`src/rtl/riscv_core_pipe_pkg.sv`:
```
// ID/EX payload layout shared by the decode side, the pipe stage and EX.
// Fields are packed MSB-first in the order listed in id_ex_t.
package riscv_core_pipe_pkg;

   localparam int ALUOP_W     = 4;
   localparam int ALUSRC1_W   = 2;
   localparam int ALUSRC2_W   = 1;
   localparam int BRANCHOP_W  = 3;
   localparam int BRNCH_SEL_W = 1;
   localparam int IMMED_W     = 32;
   localparam int MEMOP_W     = 4;
   localparam int RD_W        = 5;
   localparam int REG1_W      = 32;
   localparam int REG2_W      = 32;
   localparam int REGWRITE_W  = 1;
   localparam int RFWT_SEL_W  = 2;
   localparam int RS1_W       = 5;
   localparam int RS2_W       = 5;

   localparam int ID_EX_PAYLOAD_W = ALUOP_W + ALUSRC1_W + ALUSRC2_W + BRANCHOP_W +
                                    BRNCH_SEL_W + IMMED_W + MEMOP_W + RD_W + REG1_W +
                                    REG2_W + REGWRITE_W + RFWT_SEL_W + RS1_W + RS2_W;

   // Bit offsets of each field's LSB inside the packed payload
   localparam int RS2_OFS       = 0;
   localparam int RS1_OFS       = RS2_OFS + RS2_W;
   localparam int RFWT_SEL_OFS  = RS1_OFS + RS1_W;
   localparam int REGWRITE_OFS  = RFWT_SEL_OFS + RFWT_SEL_W;
   localparam int REG2_OFS      = REGWRITE_OFS + REGWRITE_W;
   localparam int REG1_OFS      = REG2_OFS + REG2_W;
   localparam int RD_OFS        = REG1_OFS + REG1_W;
   localparam int MEMOP_OFS     = RD_OFS + RD_W;
   localparam int IMMED_OFS     = MEMOP_OFS + MEMOP_W;
   localparam int BRNCH_SEL_OFS = IMMED_OFS + IMMED_W;
   localparam int BRANCHOP_OFS  = BRNCH_SEL_OFS + BRNCH_SEL_W;
   localparam int ALUSRC2_OFS   = BRANCHOP_OFS + BRANCHOP_W;
   localparam int ALUSRC1_OFS   = ALUSRC2_OFS + ALUSRC2_W;
   localparam int ALUOP_OFS     = ALUSRC1_OFS + ALUSRC1_W;

   typedef struct packed {
      logic [ALUOP_W-1:0]     aluop;
      logic [ALUSRC1_W-1:0]   alusrc1;
      logic [ALUSRC2_W-1:0]   alusrc2;
      logic [BRANCHOP_W-1:0]  branchop;
      logic [BRNCH_SEL_W-1:0] brnch_sel;
      logic [IMMED_W-1:0]     immed;
      logic [MEMOP_W-1:0]     memop;
      logic [RD_W-1:0]        rd;
      logic [REG1_W-1:0]      reg1;
      logic [REG2_W-1:0]      reg2;
      logic [REGWRITE_W-1:0]  regwrite;
      logic [RFWT_SEL_W-1:0]  rfwt_sel;
      logic [RS1_W-1:0]       rs1;
      logic [RS2_W-1:0]       rs2;
   } id_ex_t;

   function automatic logic [ID_EX_PAYLOAD_W-1:0] id_ex_pack(input id_ex_t f);
      return f;
   endfunction

   function automatic id_ex_t id_ex_unpack(input logic [ID_EX_PAYLOAD_W-1:0] v);
      return id_ex_t'(v);
   endfunction

endpackage

```
`src/rtl/riscv_core_pipe_slot.sv`:
```
// One pipeline entry {valid, payload, pc}. Clear drops only the valid bit;
// data holds its last value so the outputs never go X after the first load.
module riscv_core_pipe_slot
   import riscv_core_pipe_pkg::*;
#(
   parameter int XLEN      = 32,
   parameter int PAYLOAD_W = ID_EX_PAYLOAD_W
) (
   input  logic                 CLK,
   input  logic                 RST,
   input  logic                 i_load,
   input  logic                 i_clr,
   input  logic [PAYLOAD_W-1:0] i_payload,
   input  logic [XLEN-1:0]      i_pc,
   output logic                 o_valid,
   output logic [PAYLOAD_W-1:0] o_payload,
   output logic [XLEN-1:0]      o_pc
);

   logic                 r_valid;
   logic [PAYLOAD_W-1:0] r_payload;
   logic [XLEN-1:0]      r_pc;

   always_ff @(posedge CLK or posedge RST) begin
      if (RST) begin
         r_valid   <= 1'b0;
         r_payload <= '0;
         r_pc      <= '0;
      end else if (i_clr) begin
         r_valid   <= 1'b0;
      end else if (i_load) begin
         r_valid   <= 1'b1;
         r_payload <= i_payload;
         r_pc      <= i_pc;
      end
   end

   assign o_valid   = r_valid;
   assign o_payload = r_payload;
   assign o_pc      = r_pc;

endmodule

```
`src/rtl/riscv_core_id_ex_pipe.sv`:
```
// ID->EX stage: valid/ready handshake, flush, trap PC/instr capture.
// Define RISCV_CORE_ID_EX_SKID_EN for a second (skid) entry and registered id_ready.
module riscv_core_id_ex_pipe
   import riscv_core_pipe_pkg::*;
#(
   parameter int XLEN      = 32,
   parameter int PAYLOAD_W = ID_EX_PAYLOAD_W
) (
   input  logic                 CLK,
   input  logic                 RST,
   input  logic                 flush,
   input  logic                 id_valid,
   output logic                 id_ready,
   input  logic [PAYLOAD_W-1:0] id_payload,
   input  logic [XLEN-1:0]      id_pc,
   input  logic [31:0]          id_instr,
   output logic                 ex_valid,
   input  logic                 ex_ready,
   output logic [PAYLOAD_W-1:0] ex_payload,
   output logic [XLEN-1:0]      ex_pc,
   output logic [XLEN-1:0]      preserved_pc,
   output logic [31:0]          preserved_instr,
   output logic [1:0]           occupancy
);

   logic                 w_acc, w_cons;
   logic                 w_head_v, w_head_ld, w_head_clr;
   logic [PAYLOAD_W-1:0] w_head_d;
   logic [XLEN-1:0]      w_head_pc_d;
   logic                 w_skid_v;
   logic [XLEN-1:0]      r_pres_pc;
   logic [31:0]          r_pres_instr;

   assign w_acc  = id_valid & id_ready;
   assign w_cons = w_head_v & ex_ready;

`ifdef RISCV_CORE_ID_EX_SKID_EN
   logic                 w_skid_ld, w_skid_clr;
   logic [PAYLOAD_W-1:0] w_skid_payload;
   logic [XLEN-1:0]      w_skid_pc;

   // Depends only on slot state (and reset), never on ex_ready
   assign id_ready = !RST && !w_skid_v;

   // Head refills from skid first; id_ready is low whenever skid is valid,
   // so an accept and a skid->head move never coincide.
   assign w_head_ld   = !flush && (!w_head_v || w_cons) && (w_skid_v || w_acc);
   assign w_head_clr  = flush || (w_cons && !w_skid_v && !w_acc);
   assign w_head_d    = w_skid_v ? w_skid_payload : id_payload;
   assign w_head_pc_d = w_skid_v ? w_skid_pc : id_pc;
   assign w_skid_ld   = !flush && w_acc && w_head_v && !w_cons;
   assign w_skid_clr  = flush || (w_cons && w_skid_v);

   riscv_core_pipe_slot #(.XLEN(XLEN), .PAYLOAD_W(PAYLOAD_W)) u_skid (
      .CLK       (CLK),
      .RST       (RST),
      .i_load    (w_skid_ld),
      .i_clr     (w_skid_clr),
      .i_payload (id_payload),
      .i_pc      (id_pc),
      .o_valid   (w_skid_v),
      .o_payload (w_skid_payload),
      .o_pc      (w_skid_pc)
   );
`else
   assign id_ready    = !RST && (!w_head_v || ex_ready);
   assign w_head_ld   = !flush && w_acc;
   assign w_head_clr  = flush || (w_cons && !w_acc);
   assign w_head_d    = id_payload;
   assign w_head_pc_d = id_pc;
   assign w_skid_v    = 1'b0;
`endif

   riscv_core_pipe_slot #(.XLEN(XLEN), .PAYLOAD_W(PAYLOAD_W)) u_head (
      .CLK       (CLK),
      .RST       (RST),
      .i_load    (w_head_ld),
      .i_clr     (w_head_clr),
      .i_payload (w_head_d),
      .i_pc      (w_head_pc_d),
      .o_valid   (w_head_v),
      .o_payload (ex_payload),
      .o_pc      (ex_pc)
   );

   // A beat accepted under flush is dropped, so it must not become the trap PC
   always_ff @(posedge CLK or posedge RST) begin
      if (RST) begin
         r_pres_pc    <= '0;
         r_pres_instr <= '0;
      end else if (w_acc && !flush) begin
         r_pres_pc    <= id_pc;
         r_pres_instr <= id_instr;
      end
   end

   assign ex_valid        = w_head_v;
   assign preserved_pc    = r_pres_pc;
   assign preserved_instr = r_pres_instr;
   assign occupancy       = {1'b0, w_head_v} + {1'b0, w_skid_v};

endmodule

```
`config.mk`:
```
export PLATFORM = sky130hd
export DESIGN_NAME = riscv_core_id_ex_pipe
export DESIGN_NICKNAME = d
export VERILOG_FILES = /design/src/rtl/riscv_core_pipe_pkg.sv /design/src/rtl/riscv_core_pipe_slot.sv /design/src/rtl/riscv_core_id_ex_pipe.sv
export SDC_FILE = /design/constraint.sdc
export NUM_CORES = 1
export LEC_CHECK = 0
export BUFFER_PORTS_ARGS = -buffer_cell sky130_fd_sc_hd__buf_4
export CORE_AREA = 4 4 163 165
export DETAILED_ROUTE_END_ITERATION = 6
export DIE_AREA = 0 0 167 169
export SYNTH_ARGS = -nofsm -noshare
export SYNTH_HDL_FRONTEND = slang
export SYNTH_SLANG_ARGS = --single-unit
```
`constraint.sdc`:
```
create_clock -name CLK -period 8.2 [get_ports CLK]
set_input_delay 1.23 -clock CLK [delete_from_list [all_inputs] [get_ports CLK]]
set_output_delay 1.23 -clock CLK [all_outputs]
set_load 0.05 [all_outputs]
```
# --- Word level (Yosys, flattened, before mapping) ---
# Cells that the tools add are included.
word_totals:
  ff_bits: 226
  wordCells: 21
op_classes:
  n_mux: 2
  bitwise_logic: 3
  n_reduce_logical: 11
op_table:
  columns: ["cell", "count"]
  rows:
  - ["logical NOT 1 bit", 4]
  - ["logical AND 1 bit", 3]
  - ["bitwise AND 1 bit", 2]
  - ["logical OR 1 bit", 2]
  - ["two-way mux 1 bit", 2]
  - ["AND reduction 2 bit", 1]
  - ["nonzero test 2 bit", 1]
  - ["NOT 1 bit", 1]

# --- Depth between registers and ports, before layout ---
# Gate-level depths: netlist of the first run.
logic_depth:
  ltp_word: 9
  ltp_mapped: 6
  depth_no_buf: 3

# --- By module ---
# Synthesis of the first run repeated with hierarchy kept, for this count alone.
hier_totals:
  hier_cells: 490
  hier_area_um2: 9059.9
by_module_without_submodules:
  columns: ["mod", "instances", "cells_per_inst", "area_per_inst_um2", "seq_area_each_um2"]
  rows:
  - ["riscv_core_pipe_slot", 1, 345, 6423.7, 4053.9]
  - ["riscv_core_id_ex_pipe", 1, 145, 2636.3, 1601.5]

# --- Worst setup path after synthesis of the first run ---
# Ideal clock, no wire load.
synth_path:
  path_type: "in2out"
  startpoint: "input port ex_ready"
  endpoint: "output port id_ready"
  arrival_ns: 1.906
  setup_slack_ns: 5.064
  path_stages: 2
  path_buffers: 0
  cell_sequence: "nor2b_4 > nor2_1"
synth_between:
  elab_chain_len: 2
synth_rtl:
  columns: ["item", "line_no", "text"]
  rows:
  - ["start, declared", "riscv_core_id_ex_pipe.sv:18", "input logic ex_ready,"]
  - ["logical OR 1 bit", "riscv_core_id_ex_pipe.sv:66", "assign id_ready = !RST && (!w_head_v || ex_ready);"]
  - ["logical AND 1 bit", "riscv_core_id_ex_pipe.sv:66", null]
  - ["end, declared", "riscv_core_id_ex_pipe.sv:13", "output logic id_ready,"]
# No other way between the ends.

# --- Worst setup path in the final report of the first run ---
layout_path:
  startpoint: "input port RST"
  endpoint: "register r_pres_instr[30], in the netlist preserved_instr[30]"
layout_between:
  elab_chain_len: 4
layout_rtl:
  columns: ["item", "line_no", "text"]
  rows:
  - ["start, declared", "riscv_core_id_ex_pipe.sv:10", "input logic RST,"]
  - ["logical NOT 1 bit (no source line)", null, null]
  - ["logical AND 1 bit", "riscv_core_id_ex_pipe.sv:66", null]
  - ["bitwise AND 1 bit", "riscv_core_id_ex_pipe.sv:34", "assign w_acc = id_valid & id_ready;"]
  - ["logical AND 1 bit", "riscv_core_id_ex_pipe.sv:91", "end else if (w_acc && !flush) begin"]
  - ["end signal, assigned", "riscv_core_id_ex_pipe.sv:93", "r_pres_instr <= id_instr;"]
  - ["end, declared", "riscv_core_id_ex_pipe.sv:32", "logic [31:0] r_pres_instr;"]
# No other way between the ends.
# A chain may end at the register's enable or synchronous reset.

==> summary.md, run 1 <==
| Metric | Value |
|---|---|
| Outcome | complete, no violations |
| Hold wc startpoint | u_head.o_payload[90] |
| Synthesized Nets | 683 |
| Arrival time worst endpoint | 3.54 ns |
| Post-DRT Antenna Nets | 0 |
| Via count | 5,617 |
| Reg2Reg Depth | 4 |
| Via density per instance | 4.46 |
| TritonCTS clock tree | done |
| Clk Latency, worst-skew pair | 0.51 ns |
| Clk root buf | clkbuf_16 |
| Fin util | 50.6% |
| Die height | 169 um |
| Required @ worst endpoint | 8.58 ns |
| Initial DRC count | 218 |
| Drt drc | 0 |
| Main synth FF type | dfrtp_1 |
| Gr usage total | 15.9% |
| Largest net degree at the start of global routing | 139 |
| Die footprint | 28,200 um^2 |
| Number of flops mapped to enable cells by yosys | 0 |
| Fin crit share | 38.6% |
| Setup bufs post-CTS | 0 |
| Starting Density | 34.0% |
| N_diodes | 0 |
| Commonest cells post-synth | dfrtp_1, mux2_2, mux2_1 |
| Hold Path Sink | u_head.o_payload[90] |
| Area grow syn2layout | 48.7% |
| Hold WC Path Type | reg2reg |
| Yosys cell types | 13 |
| RSZ-0062 raised after global routing | no |
| Grt total ovfl | 0 |
| Asr flop ratio synth | 100% |
| CTS Buf Count | 25 |
| Dpl hpwl | 17.4 mm |
| Antenna violations before repair | 0 |
| Final number of hold-violating endpoints | 0 |
| Core footprint | 25,000 um^2 |
| DR WL/cell | 18.6 um |
| Max Cap Viol | 0 |
| Post-synthesis instance total | 485 |
| Maximum clock frequency | 316 MHz |
| Synth top area share | 66.3% |
| Min Tclk post-route | 3.16 ns |
| H-tree Lvls | 1 |
| Critical Path End Type | flip-flop |
| Syn_area_per_cell | 17.6 um^2 |
| Worst-margin pin slew | 1.02 ns |
| Layout Nets | 1,112 |
| Power consumption | 4.09 mW |
| Chip Width | 167 um |
| Max transition margin | 32.3% |
| Global-route wire length before repair | 35.5 mm |
| Register area share after synthesis | 66.3% |
| Port Buf Inserts | 425 |
| Worst R2R Start | u_head.o_valid |
| DR pass1 iterations | 4 |
| Crit path launch type | primary input |
| Gpl congestion | 0.742 |
| Final setup viols | 0 |
| Vias in the first global route | 5,948 |
| Critical R2R Capture | preserved_instr[30] |
| CTS Hold Buffers Added | 0 |
| Critical Path Fanout Max | 78 |
| Cell with the most instances after synthesis | dfrtp_1 |
| Synth top area cells | dfrtp_1, mux2_2, mux2_1, buf_8, buf_6 |
| Final wirelength | 23.4 mm |
| Maximum buffer depth of the clock tree | 3 |
| Standard-cell rows | 58 |
| Flops & latches, synth | 226 |
| Layout cells sized above 1 | 62.7% |
| Max Slew Vio Count | 0 |
| CP Class | in2reg |
| Synth Warn # | 0 |
| Setup TNS | 0 ns |
| Clock transition at path regs | 0.06 ns |
| Max rail drop VDD | 0.201 mV |
| Hold-critical path depth | 1 |
| Dominant cell type by area after synthesis | dfrtp_1 |
| R2r setup slk | 5.43 ns |
| Post-CTS Resized | 0 |
| Worst Clk Skew | 0.0121 ns |
| Leakage | 6.06 nW |
| Power per Cell Area | 323 nW/um^2 |
| Post-Syn Area | 8520 um^2 |
| I/O pins | 427 |
| WHS | 0.483 ns |
| Clk sinks | 226 |
cell usage in the layout, fill, tap and decap left out:
master       n
nor4b_4      1
clkinv_2     4
bufinv_16    1
mux2_2     116
inv_1        1
buf_4      428
mux2_1     109
inv_8        1
buf_12       1
nor2b_4      1
conb_1       1
clkbuf_1     8
a21o_1       1
clkbuf_8     4
dfrtp_1    226
clkinv_4     1
clkbuf_16   25
nor2_1       1
critical path, stage by stage:
cell	delay (ns)
buf_4	0.15
nor4b_4	0.77
buf_4	0.86
mux2_2	0.42
area by class of cell:
cell class | instances | area, um^2
timing repair buffer | 429 | 3230
inverter | 2 | 15.0
multi-input combinational | 230 | 2590
sequential | 226 | 5660
tap | 330 | 413
clock buffer | 37 | 711
clock inverter | 6 | 58.8
fill | 2252 | 12400
report_power, final:
group          internal, mW  leakage, nW  switching (mW)  total (mW)
clock                 0.627        0.380           0.435        1.06
combinational         0.502         3.00            1.07        1.57
sequential             1.34         2.68           0.111        1.45
flip-flops by register name (all words and copies together), names as in the netlist:
signal,count
u_head.o_pc,32
preserved_instr,32
u_head.o_payload,129
u_head.o_valid,1
preserved_pc,32
logic make-up after synthesis:
| logic type | after synthesis | share of synthesized area, % |
|---|---|---|
| flops | 226 | 66.3 |
| buf+inv | 29 | 3.42 |
| other cells | 1 | 0.0440 |
| simple gates | 3 | 0.381 |
| mux | 225 | 29.7 |
| compound gates | 1 | 0.0881 |
worst max path at each step:
stage | startpoint | endpoint | slack (ns) | depth (start not counted)
after global placement | RST | preserved_pc[2] | 4.52 | 4
after floorplan | RST | preserved_instr[0] | 0.78 | 1
final | RST | preserved_instr[30] | 5.04 | 4
after global routing | RST | preserved_pc[3] | 4.93 | 4
after detailed placement | RST | preserved_pc[16] | 4.52 | 4
after CTS | RST | preserved_pc[16] | 5.04 | 4
stage by stage:
stage,instance area (um^2),setup WS [ns],cells
finish,12700,5.04,1260
global route,12700,4.93,1260
CTS,12700,5.04,1260
detailed placement,11900,4.52,1217
global placement,11900,4.52,1217
floorplan,8520,0.779,485
per-layer routing:
metal | share of wire (%) | routed length [um] | track usage (%)
met5 | 0 | 0 | 0
met4 | 1.5 | 342 | 3.63
met3 | 9.8 | 2290 | 6.17
met2 | 52 | 12200 | 28.3
met1 | 37 | 8560 | 18.1
(Power assumes the default switching activity.)
==> inputs of run 2 (changes only) <==
--- a/config.mk
+++ b/config.mk
@@ -5,10 +5,11 @@
 export SDC_FILE = /design/constraint.sdc
 export NUM_CORES = 1
 export LEC_CHECK = 0
+export ABC_AREA = 1
 export BUFFER_PORTS_ARGS = -buffer_cell sky130_fd_sc_hd__buf_4
-export CORE_AREA = 4 4 163 165
+export CORE_AREA = 4 4 166 168
 export DETAILED_ROUTE_END_ITERATION = 6
-export DIE_AREA = 0 0 167 169
+export DIE_AREA = 0 0 170 172
 export SYNTH_ARGS = -nofsm -noshare
 export SYNTH_HDL_FRONTEND = slang
 export SYNTH_SLANG_ARGS = --single-unit
==> constraint.sdc (replaced) <==
create_clock -name CLK -period 3.15 [get_ports CLK]
set_input_delay 0.4725 -clock CLK [delete_from_list [all_inputs] [get_ports CLK]]
set_output_delay 0.4725 -clock CLK [all_outputs]
set_load 0.05 [all_outputs]
==> summary.md, run 2 <==
| Metric | Value |
|---|---|
| Setup TNS | 0 ns (unchanged) |
| Post-DRT Antenna Nets | 0 (unchanged) |
| Global-route wire length before repair | 46.4 mm (was 35.5 mm) |
| Post-synthesis instance total | 968 (was 485) |
| Post-Syn Area | 9010 um^2 (was 8520 um^2) |
| Cell with the most instances after synthesis | nand2_1 (was dfrtp_1) |
| Fin crit share | 65.8% |
| Clk Latency, worst-skew pair | 0.51 ns (about the same) |
| Yosys cell types | 16 (was 13) |
| Die height | 172 um (was 169 um) |
| Grt total ovfl | 0 (unchanged) |
| Commonest cells post-synth | nand2_1, dfrtp_1, nand4_1 (was dfrtp_1, mux2_2, mux2_1) |
| Register area share after synthesis | 62.8% (was 66.3%) |
| Antenna violations before repair | 0 (unchanged) |
| CTS Buf Count | 26 (was 25) |
| Most common cell after layout, fill and taps aside | nand2_1 (was buf_4) |
| Total placed instance area | 12,400 um^2 (was 11,900 um^2) |
| Drt drc | 0 (unchanged) |
| Dpl hpwl | 20.2 mm (was 17.4 mm) |
| Fillers | 2,484 (was 2,252) |
| Vias in the first global route | 8,393 (was 5,948) |
| Max rail drop VDD | 0.432 mV (was 0.201 mV) |
| Synth top area cells | dfrtp_1, nand2_1, nand4_1, clkbuf_1, buf_2 (was dfrtp_1, mux2_2, mux2_1, buf_8, buf_6) |
| Syn_area_per_cell | 9.31 um^2 (was 17.6 um^2) |
| Setup bufs post-CTS | 0 (unchanged) |
| Via count | 8,433 (was 5,617) |
| Commonest cells after routing, fill and taps aside | nand2_1, buf_4, dfrtp_1 (was buf_4, dfrtp_1, mux2_2) |
| Main synth FF type | dfrtp_1 (unchanged) |
| Synth top area share | 62.8% (was 66.3%) |
| Max transition margin | 38.3% (was 32.3%) |
| Max FFs per register | 129 (unchanged) |
| Clock transition at path regs | 0.06 ns (about the same) |
| Port Buf Inserts | 425 (unchanged) |
| DR pass1 iterations | 5 (was 4) |
| Final setup viols | 0 (unchanged) |
| TritonCTS clock tree | done (unchanged) |
| Gpl congestion | 0.854 (was 0.742) |
| Starting Density | 34.8% (was 34.0%) |
| Clk root buf | clkbuf_16 (unchanged) |
| CP Class | in2reg (unchanged) |
| Max Cap Viol | 0 (unchanged) |
| H-tree Lvls | 1 (unchanged) |
| Critical Path Fanout Max | 197 (was 78) |
| Asr flop ratio synth | 100% (unchanged) |
| Max Slew Vio Count | 0 (unchanged) |
| DR WL/cell | 17.9 um (was 18.6 um) |
| Power consumption | 10.1 mW (was 4.09 mW) |
| Flops & latches, synth | 226 (unchanged) |
| Chip Width | 170 um (was 167 um) |
| Worst-margin pin slew | 0.926 ns (was 1.02 ns) |
| Outcome | complete, no violations (unchanged) |
| Area grow syn2layout | 47.0% (was 48.7%) |
| Final Cell Area | 13,200 um^2 (was 12,700 um^2) |
| Die footprint | 29,200 um^2 (was 28,200 um^2) |
| Critical Path End Type | flip-flop (unchanged) |
| Dominant cell type by area after synthesis | dfrtp_1 (unchanged) |
| Maximum clock frequency | 483 MHz |
| Hold WC Path Type | in2reg (was reg2reg) |
| Layout cells sized above 1 | 35.1% (was 62.7%) |
| Arrival time worst endpoint | 2.51 ns (was 3.54 ns) |
| Layout Nets | 1,542 (was 1,112) |
| I/O pins | 427 (unchanged) |
| Power per Cell Area | 761 nW/um^2 (was 323 nW/um^2) |
| Final number of hold-violating endpoints | 0 (unchanged) |
| Fin util | 51.1% (was 50.6%) |
| Leakage | 7.28 nW (was 6.06 nW) |
| Via density per instance | 4.98 (was 4.46) |
| RSZ-0062 raised after global routing | no (unchanged) |
| Min Tclk post-route | 2.07 ns |
| Standard-cell rows | 59 (was 58) |
| Clk sinks | 226 (unchanged) |
| Largest net degree at the start of global routing | 198 (was 139) |
| Core footprint | 25,900 um^2 (was 25,000 um^2) |
| Number of flops mapped to enable cells by yosys | 0 (unchanged) |
| Synth Warn # | 0 (unchanged) |
| Final wirelength | 30.3 mm (was 23.4 mm) |
| Gr usage total | 19.5% (was 15.9%) |
| Worst Clk Skew | 0.0116 ns (was 0.0121 ns) |
| Maximum buffer depth of the clock tree | 3 (unchanged) |
| Initial DRC count | 614 (was 218) |
| Synthesized Nets | 1,166 (was 683) |
| N_diodes | 0 (unchanged) |
| Crit path launch type | primary input (unchanged) |
| Required @ worst endpoint | 3.59 ns (was 8.58 ns) |
| Post-CTS Resized | 0 (unchanged) |
## run 2: final timing paths
kind	from	to	slack (ns)	cells after the start
hold / removal	flush	u_head.o_valid	0.18	2
min in group asynchronous	RST	u_head.o_payload[25]	0.48	3
max in group asynchronous	RST	u_head.o_payload[86]	1.48	4
setup / recovery	RST	u_head.o_payload[105]	1.08	6
hold reg to reg	u_head.o_pc[26]	u_head.o_pc[26]	0.47	2
setup reg to reg	u_head.o_valid	u_head.o_pc[5]	1.35	4
## run 2: power by group
| part | leakage, nW | internal (mW) | switching [mW] | total [mW] |
|---|---|---|---|---|
| sequential | 2.80 | 3.40 | 0.287 | 3.69 |
| clock | 0.394 | 1.70 | 1.13 | 2.83 |
| combinational | 4.08 | 1.01 | 2.57 | 3.57 |
## run 2: worst max-delay path, cell delays in order
cell           delay (ns)
dlygate4sd3_1        0.54
buf_4                0.16
inv_8                0.19
buf_12               0.62
nand4_1              0.21
nand2_1              0.13
## run 2: stage by stage
stage	hold slack (ns)	instances	setup WS [ns]
2_1_floorplan	0.584	968	0.389
3_3_place_gp	0.451	1650	1.13
3_5_place_dp	0.453	1650	1.12
4_1_cts	0.154	1695	1.09
5_1_grt	0.191	1695	0.877
6_report	0.182	1695	1.08
## run 2: cell families (layout without fill, tap and decap cells)
logic type,after synthesis,count (layout),share of synthesized area [%]
other,1,1,0.0416
AND/OR/NAND/NOR,646,646,32.4
AO/OA/AOI/OAI,2,2,0.111
flip-flops,226,226,62.8
buffers and inverters,93,485,4.65
## run 2: layout make-up
cell class / count / area, um^2 / share of cell area (%)
sequential: 226 / 5660 / 42.7
timing repair buffer: 438 / 3390 / 25.6
multi-input combinational: 649 / 2960 / 22.3
clock buffer: 42 / 792 / 5.98
tap: 335 / 419 / 3.16
inverter: 3 / 18.8 / 0.142
clock inverter: 2 / 10.0 / 0.0756
## run 2: per-layer routing
metal	vias up	part of all wire [%]	global-route usage (%)
li1	3995	-	-
met1	4038	40	25.4
met2	346	48	31.5
met3	54	9.2	5.62
met4	0	3.3	6.56
met5	-	0	0
## run 2: timing repair
| action | in CTS | in global routing |
|---|---|---|
| hold buffers | 1 | 0 |
| hold endpoints to repair | 20 | 0 |
| setup endpoints to repair | 0 | 0 |
==> inputs of run 3 (changes only) <==
==> constraint.sdc (replaced) <==
create_clock -name CLK -period 2.2 [get_ports CLK]
set_input_delay 0.33 -clock CLK [delete_from_list [all_inputs] [get_ports CLK]]
set_output_delay 0.33 -clock CLK [all_outputs]
set_load 0.05 [all_outputs]
==> summary.md, run 3 (synthesis results as in run 2) <==
| Metric | Value |
|---|---|
| Maximum clock frequency | 579 MHz |
| Min Tclk post-route | 1.73 ns |
| Max Cap Viol | 0 (unchanged) |
| Hold WC Path Type | in2reg (unchanged) |
| Dpl hpwl | 20.8 mm (was 20.2 mm) |
| N_diodes | 0 (unchanged) |
| Final setup viols | 0 (unchanged) |
| Critical Path Max Stage Delay | 0.48 ns (was 0.62 ns) |
| Slowest CP cell | dfrtp_1 (was buf_12) |
| DR WL/cell | 17.8 um (was 17.9 um) |
| Clk Latency, worst-skew pair | 0.51 ns (about the same) |
| Worst-path cell chain | a21oi_1 > buf_4 (was dlygate4sd3_1 > buf_4 > inv_8 > buf_12 > nand4_1 > nand2_1) |
| Required @ worst endpoint | 1.87 ns (was 3.59 ns) |
| Max rail drop VDD | 0.774 mV (was 0.432 mV) |
| CP Class | reg2out (was in2reg) |
| Clk root buf | clkbuf_16 (unchanged) |
| Setup TNS | 0 ns (unchanged) |
| Outcome | complete, no violations (unchanged) |
| Standard-cell rows | 59 (unchanged) |
| Core footprint | 25,900 um^2 (unchanged) |
| Max Slew Vio Count | 0 (unchanged) |
| Post-DRT Antenna Nets | 0 (unchanged) |
| Most common cell after layout, fill and taps aside | nand2_1 (unchanged) |
| Gr usage total | 19.5% (about the same) |
| Chip Width | 170 um (unchanged) |
| Starting Density | 34.8% (unchanged) |
| Drt drc | 0 (unchanged) |
| Critical Path Fanout Max | 4 (was 197) |
| RSZ-0062 raised after global routing | no (unchanged) |
| Initial DRC count | 628 (was 614) |
| Grt total ovfl | 0 (unchanged) |
| Layout Nets | 1,550 (was 1,542) |
| Leakage | 7.36 nW (was 7.28 nW) |
| Port Buf Inserts | 425 (unchanged) |
| Final Cell Area | 13,400 um^2 (was 13,200 um^2) |
| Power per Cell Area | 1100 nW/um^2 (was 761 nW/um^2) |
| Die footprint | 29,200 um^2 (unchanged) |
| Max transition margin | 62.4% (was 38.3%) |
| I/O pins | 427 (unchanged) |
| TritonCTS clock tree | done (unchanged) |
| Maximum buffer depth of the clock tree | 3 (unchanged) |
| Crit path launch type | flip-flop (was primary input) |
| Gpl congestion | 0.859 (was 0.854) |
| Critical Path End Type | output port (was flip-flop) |
| H-tree Lvls | 1 (unchanged) |
| Final number of hold-violating endpoints | 0 (unchanged) |
| Final wirelength | 30.4 mm (was 30.3 mm) |
| Via density per instance | 4.84 (was 4.98) |
| Vias in the first global route | 8,214 (was 8,393) |
| Die height | 172 um (unchanged) |
| DR pass1 iterations | 4 (was 5) |
| Global-route wire length before repair | 46.0 mm (was 46.4 mm) |
| Worst Clk Skew | 0.00485 ns (was 0.0116 ns) |
| CTS Buf Count | 26 (unchanged) |
| Clk sinks | 226 (unchanged) |
| Commonest cells after routing, fill and taps aside | nand2_1, buf_4, dfrtp_1 (unchanged) |
| Setup bufs post-CTS | 0 (unchanged) |
| Arrival time worst endpoint | 1.40 ns (was 2.51 ns) |
| Worst-margin pin slew | 0.565 ns (was 0.926 ns) |
| Fin util | 51.7% (was 51.1%) |
| Total placed instance area | 12,500 um^2 (was 12,400 um^2) |
| Via count | 8,241 (was 8,433) |
| Layout cells sized above 1 | 35.8% (was 35.1%) |
| Fin crit share | 78.6% |
| Clock transition at path regs | 0.06 ns (about the same) |
| Antenna violations before repair | 0 (unchanged) |
| Largest net degree at the start of global routing | 116 (was 198) |
| Area grow syn2layout | 48.8% (was 47.0%) |
| Max FFs per register | 129 (unchanged) |
[run 3: changes by cell type in the layout (fill, tap and decap cells not counted)]
cell	change
buf_12	+2
buf_4	+6
bufinv_16	+2
clkbuf_1	-4
clkbuf_8	+1
clkinv_2	+2
[run 3: worst max-delay path, delay by kind of cell (launching register included)]
kind	cells	cell delay [ns]
AOI/OAI and AO/OA	1	0.19
buffers and inverters	1	0.22
DFF	1	0.48
[run 3: area by class of cell]
class,instances,area [um^2]
Clock inverter,6,80.1
Clock buffer,39,791
Tap cell,335,419
Fill cell,2476,12500
Sequential cell,226,5660
Timing Repair Buffer,446,3480
Multi-Input combinational cell,649,2960
Inverter,3,18.8
[run 3: metal layers]
metal  GRT usage (%)  vias to the layer above  share of wire [%]  wire [um]
met4            6.08                        0                3.1        949
met1            25.1                     3856                 40      12000
met2            32.0                      325                 48      14500
li1                -                     4011                  -          -
met5               0                        -                  0          0
met3            5.65                       49                9.5       2890
[run 3: final timing paths]
| path | to | cells past startpoint | start | slack [ns] |
|---|---|---|---|---|
| max | id_ready | 2 | u_head.o_valid | 0.47 |
| max in group asynchronous | u_head.o_payload[104] | 4 | RST | 1.01 |
| min reg2reg | preserved_pc[10] | 2 | preserved_pc[10] | 0.47 |
| min in group asynchronous | u_head.o_valid | 3 | RST | 0.37 |
| min | u_head.o_valid | 2 | flush | 0.04 |
| max reg2reg | u_head.o_payload[72] | 5 | u_head.o_valid | 0.55 |
[run 3: metrics by stage]
step	hold slack (ns)	total power [mW]	setup slack, ns	cells
2_1_floorplan	0.442	8.61	0.0702	968
3_3_place_gp	0.352	10.5	0.579	1658
3_5_place_dp	0.352	10.5	0.556	1658
4_1_cts	0.0152	15.0	0.406	1704
5_1_grt	0.0377	15.4	0.375	1704
6_report	0.0415	14.8	0.471	1704
[run 3: power breakdown]
part	internal (mW)	switching [mW]	total, mW
combinational	1.46	3.67	5.13
sequential	4.87	0.410	5.28
clock	2.69	1.66	4.35
[run 3: repair_timing]
| action | CTS | global route |
|---|---|---|
| endpoints found under the hold margin | 15 | 0 |
| hold buffers | 1 | 0 |
| resized for setup | 0 | 0 |
